[config.mk]
export PLATFORM = sky130hd
export DESIGN_NAME = multdiv_sequencer_flat
export DESIGN_NICKNAME = d
export VERILOG_FILES = /design/src/rtl/multdiv_sequencer_if.sv /design/src/rtl/multdiv_sequencer.sv /design/src/flat_wrapper.sv
export SDC_FILE = /design/constraint.sdc
export NUM_CORES = 1
export LEC_CHECK = 0
export BUFFER_PORTS_ARGS = -buffer_cell sky130_fd_sc_hd__buf_2
export CELL_PAD_IN_SITES_DETAIL_PLACEMENT = 1
export CELL_PAD_IN_SITES_GLOBAL_PLACEMENT = 1
export CORE_MARGIN = 1
export CORE_UTILIZATION = 35
export DETAILED_ROUTE_END_ITERATION = 16
export PLACE_DENSITY_LB_ADDON = 0.1
export SYNTH_ARGS = -nofsm -noshare
export SYNTH_HDL_FRONTEND = slang
export SYNTH_SLANG_ARGS = --single-unit
export TNS_END_PERCENT = 10
[constraint.sdc]
create_clock -name clock -period 2.3 [get_ports clock]
set_input_delay 0.115 -clock clock [delete_from_list [all_inputs] [get_ports clock]]
set_output_delay 0.115 -clock clock [all_outputs]
set_load 0.05 [all_outputs]
[src/rtl/multdiv_sequencer_if.sv]
// Bundles the ALU-side start/result handshake and the shared-adder bus of multdiv_sequencer.
// slave = the sequencer; master = the pipeline plus the external adder.
interface multdiv_sequencer_if #(
  parameter int WIDTH = 32
);
  logic             ctrl_mult;
  logic             ctrl_div;
  logic [WIDTH-1:0] data_operandA;
  logic [WIDTH-1:0] data_operandB;
  logic [WIDTH-1:0] add_a;
  logic [WIDTH-1:0] add_b;
  logic             add_sub;
  logic [WIDTH-1:0] add_sum;
  logic             add_cout;
  logic [WIDTH-1:0] data_result;
  logic             data_exception;
  logic             data_resultRDY;
  logic             busy;

  modport master (
    output ctrl_mult, ctrl_div, data_operandA, data_operandB, add_sum, add_cout,
    input  add_a, add_b, add_sub, data_result, data_exception, data_resultRDY, busy
  );

  modport slave (
    input  ctrl_mult, ctrl_div, data_operandA, data_operandB, add_sum, add_cout,
    output add_a, add_b, add_sub, data_result, data_exception, data_resultRDY, busy
  );
endinterface

[src/rtl/multdiv_sequencer.sv]
// Iterative signed multiply/divide sequencer driving an external shared adder, one op per cycle.
// Optional macro MULTDIV_DIV0_FAST_EN: divide by zero detected at start jumps straight to DONE.
module multdiv_sequencer #(
  parameter int WIDTH = 32
) (
  input logic                clock,
  input logic                reset_n,
  multdiv_sequencer_if.slave bus
);

  localparam int CW = $clog2(WIDTH);
  localparam logic [WIDTH-1:0] MIN_NEG = {1'b1, {(WIDTH-1){1'b0}}};

  typedef enum logic [2:0] {
    S_IDLE,
    S_NEGA,
    S_NEGB,
    S_ITER,
    S_NEGR,
    S_DONE
  } state_t;

  state_t r_state;
  state_t w_next;

  logic [WIDTH-1:0] r_opA;
  logic [WIDTH-1:0] r_opB;
  logic [WIDTH-1:0] r_absA;
  logic [WIDTH-1:0] r_absB;
  logic [WIDTH-1:0] r_hi;
  logic [WIDTH-1:0] r_lo;
  logic [CW-1:0]    r_cnt;
  logic             r_isMult;
  logic             r_neg;
  logic [WIDTH-1:0] r_result;
  logic             r_exc;
  logic             r_rdy;

  logic             w_start;
  logic             w_div0Fast;
  logic [WIDTH-1:0] w_remShift;
  logic [WIDTH-1:0] w_absB;
  logic             w_multExc;
  logic             w_divZero;
  logic             w_divOvf;
  logic             w_exc;
  logic [WIDTH-1:0] w_addA;
  logic [WIDTH-1:0] w_addB;
  logic             w_addSub;

  assign w_start = bus.ctrl_mult | bus.ctrl_div;

`ifdef MULTDIV_DIV0_FAST_EN
  assign w_div0Fast = bus.ctrl_div && !bus.ctrl_mult && (bus.data_operandB == '0);
`else
  assign w_div0Fast = 1'b0;
`endif

  // Restoring-division partial remainder shifted left with the next dividend bit.
  assign w_remShift = {r_hi[WIDTH-2:0], r_lo[WIDTH-1]};
  assign w_absB     = r_opB[WIDTH-1] ? bus.add_sum : r_opB;

  assign w_multExc = r_neg ? ((|r_hi) || (r_lo[WIDTH-1] && (|r_lo[WIDTH-2:0])))
                           : ((|r_hi) || r_lo[WIDTH-1]);
  assign w_divZero = (r_absB == '0);
  assign w_divOvf  = (r_opA == MIN_NEG) && (r_opB == '1);
  assign w_exc     = r_isMult ? w_multExc : (w_divZero || w_divOvf);

  always_ff @(posedge clock or negedge reset_n) begin
    if (!reset_n) begin
      r_state <= S_IDLE;
    end else begin
      r_state <= w_next;
    end
  end

  // A start in any state restarts the sequence, silently dropping an operation in flight.
  always_comb begin
    w_next = r_state;
    if (w_start) begin
      w_next = w_div0Fast ? S_DONE : S_NEGA;
    end else begin
      case (r_state)
        S_IDLE:  w_next = S_IDLE;
        S_NEGA:  w_next = S_NEGB;
        S_NEGB:  w_next = S_ITER;
        S_ITER:  w_next = (r_cnt == CW'(WIDTH - 1)) ? S_NEGR : S_ITER;
        S_NEGR:  w_next = S_DONE;
        S_DONE:  w_next = S_IDLE;
        default: w_next = S_IDLE;
      endcase
    end
  end

  always_comb begin
    w_addA   = '0;
    w_addB   = '0;
    w_addSub = 1'b0;
    case (r_state)
      S_NEGA: begin
        w_addB   = r_opA;
        w_addSub = 1'b1;
      end
      S_NEGB: begin
        w_addB   = r_opB;
        w_addSub = 1'b1;
      end
      S_ITER: begin
        if (r_isMult) begin
          w_addA = r_hi;
          w_addB = r_lo[0] ? r_absA : '0;
        end else begin
          w_addA   = w_remShift;
          w_addB   = r_absB;
          w_addSub = 1'b1;
        end
      end
      S_NEGR: begin
        w_addB   = r_lo;
        w_addSub = r_neg;
      end
      default: ;
    endcase
  end

  // r_hi/r_lo hold {P_hi, P_lo} for multiply and {remainder, quotient} for divide.
  always_ff @(posedge clock or negedge reset_n) begin
    if (!reset_n) begin
      r_opA    <= '0;
      r_opB    <= '0;
      r_absA   <= '0;
      r_absB   <= '0;
      r_hi     <= '0;
      r_lo     <= '0;
      r_cnt    <= '0;
      r_isMult <= 1'b0;
      r_neg    <= 1'b0;
      r_result <= '0;
      r_exc    <= 1'b0;
    end else if (w_start) begin
      r_opA    <= bus.data_operandA;
      r_opB    <= bus.data_operandB;
      r_isMult <= bus.ctrl_mult;
      r_cnt    <= '0;
      if (w_div0Fast) begin
        r_result <= '0;
        r_exc    <= 1'b1;
      end
    end else begin
      case (r_state)
        S_NEGA: begin
          r_absA <= r_opA[WIDTH-1] ? bus.add_sum : r_opA;
        end
        S_NEGB: begin
          r_absB <= w_absB;
          r_neg  <= r_opA[WIDTH-1] ^ r_opB[WIDTH-1];
          r_hi   <= '0;
          r_lo   <= r_isMult ? w_absB : r_absA;
          r_cnt  <= '0;
        end
        S_ITER: begin
          r_cnt <= r_cnt + 1'b1;
          if (r_isMult) begin
            r_hi <= {bus.add_cout, bus.add_sum[WIDTH-1:1]};
            r_lo <= {bus.add_sum[0], r_lo[WIDTH-1:1]};
          end else begin
            r_hi <= bus.add_cout ? bus.add_sum : w_remShift;
            r_lo <= {r_lo[WIDTH-2:0], bus.add_cout};
          end
        end
        S_NEGR: begin
          r_result <= (!r_isMult && w_divZero) ? '0 : bus.add_sum;
          r_exc    <= w_exc;
        end
        default: ;
      endcase
    end
  end

  always_ff @(posedge clock or negedge reset_n) begin
    if (!reset_n) begin
      r_rdy <= 1'b0;
    end else begin
      r_rdy <= (r_state == S_DONE);
    end
  end

  assign bus.add_a          = w_addA;
  assign bus.add_b          = w_addB;
  assign bus.add_sub        = w_addSub;
  assign bus.data_result    = r_result;
  assign bus.data_exception = r_exc;
  assign bus.data_resultRDY = r_rdy;
  assign bus.busy           = (r_state != S_IDLE);

endmodule

[src/flat_wrapper.sv]
// flat-port wrapper written by rule: the top's interface ports become plain ports
module multdiv_sequencer_flat 
#(
  parameter int WIDTH = 32
)
  (clock, reset_n, bus_ctrl_mult, bus_ctrl_div, bus_data_operandA, bus_data_operandB, bus_add_sum, bus_add_cout, bus_add_a, bus_add_b, bus_add_sub, bus_data_result, bus_data_exception, bus_data_resultRDY, bus_busy);
  multdiv_sequencer_if #(.WIDTH(WIDTH)) bus_i ();
  input logic clock;
  input logic reset_n;
  input wire logic [$bits(bus_i.ctrl_mult)-1:0] bus_ctrl_mult;
  input wire logic [$bits(bus_i.ctrl_div)-1:0] bus_ctrl_div;
  input wire logic [$bits(bus_i.data_operandA)-1:0] bus_data_operandA;
  input wire logic [$bits(bus_i.data_operandB)-1:0] bus_data_operandB;
  input wire logic [$bits(bus_i.add_sum)-1:0] bus_add_sum;
  input wire logic [$bits(bus_i.add_cout)-1:0] bus_add_cout;
  output wire logic [$bits(bus_i.add_a)-1:0] bus_add_a;
  output wire logic [$bits(bus_i.add_b)-1:0] bus_add_b;
  output wire logic [$bits(bus_i.add_sub)-1:0] bus_add_sub;
  output wire logic [$bits(bus_i.data_result)-1:0] bus_data_result;
  output wire logic [$bits(bus_i.data_exception)-1:0] bus_data_exception;
  output wire logic [$bits(bus_i.data_resultRDY)-1:0] bus_data_resultRDY;
  output wire logic [$bits(bus_i.busy)-1:0] bus_busy;
  assign bus_i.ctrl_mult = bus_ctrl_mult;
  assign bus_i.ctrl_div = bus_ctrl_div;
  assign bus_i.data_operandA = bus_data_operandA;
  assign bus_i.data_operandB = bus_data_operandB;
  assign bus_i.add_sum = bus_add_sum;
  assign bus_i.add_cout = bus_add_cout;
  assign bus_add_a = bus_i.add_a;
  assign bus_add_b = bus_i.add_b;
  assign bus_add_sub = bus_i.add_sub;
  assign bus_data_result = bus_i.data_result;
  assign bus_data_exception = bus_i.data_exception;
  assign bus_data_resultRDY = bus_i.data_resultRDY;
  assign bus_busy = bus_i.busy;
  multdiv_sequencer #(.WIDTH(WIDTH)) u_core (.clock(clock), .reset_n(reset_n), .bus(bus_i));
endmodule
== Word-level counts from Yosys, hierarchy flattened ==
Cells that the tools add are included.

* Add/sub/neg operators: 1
* $mul: 0
* Divide/modulo/power cells: 0
* Magnitude comparators: 0
* Equal/unequal tests: 8
* Shift-type cells: 0
* Mux-type cells: 23
* Bitwise gates (word level): 3
* Reduce and logical (&&, ||, !) cells: 18

{| class="wikitable"
|+ Operators with widths
! operator !! count
|-
| $mux W32 || 11
|-
| $pmux W32 S2 || 2
|-
| $pmux W32 S4 || 1
|-
| $eq A32 B32 Y1 const B || 2
|-
| $logic_not A32 Y1 || 1
|-
| $reduce_or A32 Y1 || 1
|-
| $reduce_or A31 Y1 || 1
|-
| $pmux W3 S4 || 1
|-
| $pmux W5 S2 || 1
|-
| $reduce_and A2 Y1 || 4
|-
| $eq A3 B2 Y1 const B || 2
|-
| $eq A3 B3 Y1 const B || 2
|-
| $mux W3 || 2
|-
| $reduce_bool A3 Y1 || 2
|-
| $add A5 B1 Y5 const B || 1
|-
| $eq A5 B5 Y1 const B || 1
|-
| $mux W5 || 1
|-
| $eq A3 B1 Y1 const B || 1
|-
| $logic_and A1 B1 Y1 || 3
|-
| $logic_or A1 B1 Y1 || 3
|-
| $mux W1 || 3
|-
| $pmux W1 S3 || 1
|-
| $reduce_bool A2 Y1 || 1
|-
| $reduce_or A2 Y1 || 1
|-
| other kinds (4) || 4
|}

* Register bits: 236
* Latch bits: 0
* Memory bits (writable): 0
* Bits in read-only memories: 0
* Input port bits: 101
* Output and inout port bits: 100
* Memories: 0

== Longest topological paths before layout ==
* Depth after elaboration: 5
* Mapped depth: 8

== Worst setup path after synthesis ==
Ideal clock, no wire load.

* Path type: flip-flop to output port
* From: register u_core.r_isMult
* To: output bus_add_sub
* Arrival time: 2,159 ps
* Required time: 2,185 ps
* Path slack: 26 ps
* Cell stages (with the launch flop): 5
* Buffers on the path: 2
* Cell sequence: dfrtp_1 buf_2 buf_1 and3_1 o31ai_1

* Longest elaborated chain between the ends: 2

{| class="wikitable"
|+ RTL lines
! element !! RTL line !! RTL
|-
| from (decl) || multdiv_sequencer.sv:33 || <nowiki>logic r_isMult;</nowiki>
|-
| from (signal assigned) || multdiv_sequencer.sv:143 || <nowiki>r_isMult <= bus.ctrl_mult;</nowiki>
|-
| $mux W1 || multdiv_sequencer.sv:109 || <nowiki>if (r_isMult) begin</nowiki>
|-
| $pmux W1 S3 || multdiv_sequencer.sv:99 || <nowiki>case (r_state)</nowiki>
|-
| to (decl) || flat_wrapper.sv:18 || <nowiki>output wire logic [$bits(bus_i.add_sub)-1:0] bus_add_sub;</nowiki>
|}

No other way between the ends.

== Worst setup path after layout ==
* From: register u_core.r_state[1]
* To: output bus_add_b[1]

* Longest elaborated chain between the ends: 2
* Elaborated cells between the ends (all ways): 5

{| class="wikitable"
|+ RTL lines
! element !! RTL line !! RTL
|-
| from (decl) || multdiv_sequencer.sv:23 || <nowiki>state_t r_state;</nowiki>
|-
| from (signal assigned) || multdiv_sequencer.sv:73 || <nowiki>r_state <= w_next;</nowiki>
|-
| $eq A3 B3 Y1 (tied with other cells) || multdiv_sequencer.sv:99 ||
|-
| $pmux W32 S4 * || multdiv_sequencer.sv:99 ||
|-
| to (decl) || flat_wrapper.sv:17 || <nowiki>output wire logic [$bits(bus_i.add_b)-1:0] bus_add_b;</nowiki>
|}

Mark *: on every way between the ends. The rest lies on a longest branch, timed or not.

==> results by group <==
Global routing
  – Number of global-route vias before repair: 12,360
  – Largest net degree at the start of global routing: 73
  – Gr usage total: 0.2721
  – First-pass GRT wire length: 75,870 um
  – GR Overflow Total: 0
  – Antenna violations before repair: 1

Pwr
  – Tot Pwr: 13.55 mW
  – P_leak: 8.092 nW
  – Max VDD drop: 0.0005575 V
  – Pwr Density: 795.3 nW/um^2

Logic synthesis
  – Top-count cell post-synth: nand2_1
  – Top post-synthesis cells by count: nand2_1 (312), dfrtp_1 (236), nor2_1 (144)
  – Post-Syn Instances: 1,394
  – Mux share of post-synthesis cell area: 0.1374
  – Syn avg cell area: 9.064 sq um
  – Cell variety after synth: 51
  – Flops & latches, synth: 236
  – Synth area leader: dfrtp_1
  – Synth Area in Compound Gates: 0.1635
  – Asr flop ratio synth: 1.000
  – Main area contributors after synthesis: dfrtp_1 (47%), nand2_1 (9.3%), mux2i_1 (9.1%), o21ai_0 (4.4%), a21oi_1 (4.3%)
  – Syn Nets: 1,497
  – Area fraction of the dominant cell type after synthesis: 0.4674
  – Sequential cell area fraction in the yosys report: 0.4674
  – Top FF cell, synth: dfrtp_1
  – Post-Synth XOR/XNOR Area: 0.0006931
  – Main combinational cell family by area after synthesis: simple AND/OR/NAND/NOR gates
  – Simple-gate portion of the synthesized area: 0.1857
  – Adder-cell share of the synthesized area: 0.001980
  – Post-synth EDFFs: 0
  – Post-Synthesis Cell Area: 12,640 sq um
  – Warnings, synthesis: 0

Layout
  – Antenna diodes: 0
  – Post-route cell area: 17,030 sq um
  – Layout cell share with drive strength beyond 1: 0.2413
  – Area Growth Syn to Fin: 34.81%
  – Fill count: 4,064
  – Final Net Count: 1,804
  – Final std cells w/o fill: 2,181

STA
  – Final period util: 1.038
  – Max Freq: 419.0 MHz
  – Clk_skew: 9.605 ps
  – WHS: 121.6 ps
  – Worst setup margin: -86.52 ps
  – Final Max Tran Viols: 0
  – Rel. slew slack: 0.5152
  – Crit path time final: 2387 ps
  – Slew @ Worst Pin: 727.2 ps
  – Setup violations, final: 29
  – Final hold violation count: 0
  – RSZ-0062 raised after global routing: true

Flow run
  – Max-cap violation count: 0

Clock tree
  – CTS root buf: clkbuf_16
  – CTS tree: built
  – Clk buf depth: 3
  – H-tree Lvls: 1
  – Clk slew on worst S/H paths: 60 ps
  – CTS sink cnt: 236
  – Clk_lat worst skew: 550 ps
  – TritonCTS Buffers: 29

Critical path
  – Crit. End Element: output pin
  – CP Class: reg -> out
  – CP max-delay cell: dfrtp_2
  – Worst path buffer plus inverter count: 2
  – Cell family with most CP delay: simple AND/OR/NAND/NOR gates
  – Worst Path Max Fanout: 12
  – Crit. path cell count: 7
  – WP data arrival: 2270 ps
  – Startpoint type of the worst setup path: flop
  – CP Cell Sequence: and3b_1 -> and3_4 -> buf_12 -> nand2_1 -> o21ai_0 -> a221o_1 -> buf_6
  – Worst Path Required: 2180 ps
  – FF-to-FF path depth: 4
  – CP peak stage delay: 450 ps

Routing
  – Pre-Repair DR Iteration Count: 7
  – Drt drc: 0
  – Total wire length: 50,380 um
  – DR iter-0 viols: 759
  – ANT nets after route: 0
  – Vias post-DR: 12,050
  – Routed wire per std cell: 23.10 um
  – Routed vias/inst: 5.527

Die
  – Die H: 192.0 um
  – Die ar.: 36,870 sq um
  – Number of top-level pins: 201
  – Core area: 35,570 sq um
  – Die width: 192.0 um
  – Starting Density: 0.3552
  – Core Rows: 69

Worst hold path
  – Min-delay worst type: in -> async

Place
  – Placed inst area: 14,560 sq um
  – Post-detail-place hpwl: 34,220 um
  – DP Cell Count: 2,018
  – Port Buffer Count: 200
  – Final GP Congestion: 0.8324

Outcome
  – Failing checks: setup timing
  – Status: finished with violations
==> through the flow <==
step	setup slack [ps]	util	setup TNS, ps
2_1_floorplan	26.34	-	0
3_5_place_dp	-183.7	0.4092	-183.7
6_report	-86.52	0.4789	-954.5
3_3_place_gp	-223.8	0.4092	-223.8
5_1_grt	-108.6	0.4789	-2393
4_1_cts	-102.7	0.4708	-1681
==> worst register-to-register path: cells and delay by family, from the launching register on <==
kind               cells  cell delay, ps
and+or+nand+nor        3            1330
DFF                    1             590
AOI/OAI and AO/OA      1             260
==> cells in the final DEF, fill, tap and decap left out, types with 6 or more instances in the layout <==
cell type      Yosys  layout
o21ai_0          112      85
nor3_1            22      22
nor4_1            26      26
nand3_1            8       8
o21ai_1            0      21
a221o_1           32      32
buf_6              5      28
nand2_1          312     306
buf_4              1      65
mux2i_1          115     115
a22oi_2            0       9
a21oi_1          108     108
buf_2             41     167
nand4_1            9       9
dlygate4sd3_1      0     100
dfrtp_1          236     232
clkinv_2           0       6
o21ai_2            0       6
a22o_1            32      32
buf_12             1      21
mux2_2            24      24
mux2_4             6       6
nor2_1           144     142
clkbuf_16          0      33
a22oi_1           34      25
mux4_2            10      10
==> area by class of cell <==
class,instances,area (sq um),share of cell area
Multi-Input combinational cell,1041,6327,0.3715
Sequential cell,236,5913,0.3471
Timing Repair Buffer,388,3218,0.1889
Clock buffer,37,805.8,0.04730
Tap cell,461,576.8,0.03386
Clock inverter,13,173.9,0.01021
Inverter,5,18.77,0.001102
==> final timing paths <==
path                                       startpoint                    endpoint  slack [ps]
min in group clock                       bus_add_cout              u_core.r_hi[3]         290
max in group asynchronous                     reset_n            u_core.r_absA[6]        1410
max                                 u_core.r_state[1]                bus_add_b[1]         -90
max reg2reg                           u_core.r_isMult   u_core.bus.data_exception          30
min                                           reset_n             u_core.r_hi[16]         120
min reg2reg                u_core.bus.data_result[25]  u_core.bus.data_result[25]         500
==> cells by family (layout without fill, tap and decap cells) <==
group,after synthesis,in the layout
AND/OR/NAND/NOR,551,551
adder cells (fa/ha/maj),2,2
buffers and inverters,117,443
XOR/XNOR,1,1
flip-flops,236,236
AO/OA/AOI/OAI,332,332
multiplexers,155,155
==> sequential cells by signal, summed over array words and instances, names as in the netlist <==
name and count:
u_core.bus.data_result 32, u_core.r_absA 32, u_core.r_absB 32, u_core.r_hi 32, u_core.r_lo 32, u_core.r_opA 32, u_core.r_opB 32, u_core.r_cnt 5
u_core.r_state 3, u_core.bus.data_exception 1, u_core.bus.data_resultRDY 1, u_core.r_isMult 1, u_core.r_neg 1
==> layer usage <==
| metal | vias to the layer above | wire length, um | track usage |
|---|---|---|---|
| li1 | 5549 | - | - |
| met2 | 343 | 22770 | 0.4288 |
| met5 | - | 13 | 0 |
| met4 | 2 | 1075 | 0.06632 |
| met1 | 6097 | 24000 | 0.3951 |
| met3 | 63 | 2520 | 0.03307 |
==> report_power, final <==
part	internal (mW)	leakage (nW)	switching (mW)	total, mW
clock network	2.90	0.481	1.85	4.75
logic	1.38	4.65	1.77	3.14
registers	4.78	2.96	0.874	5.66
==> repair_timing <==
item	4_1_cts	5_1_grt
cloned	1	4
pin swaps	4	6
endpoints found under the hold margin	211	0
setup buffers	2	6
endpoints found under the setup margin	34	33
hold buffers	100	0
gates resized for setup	71	48
(Power assumes the default switching activity.)
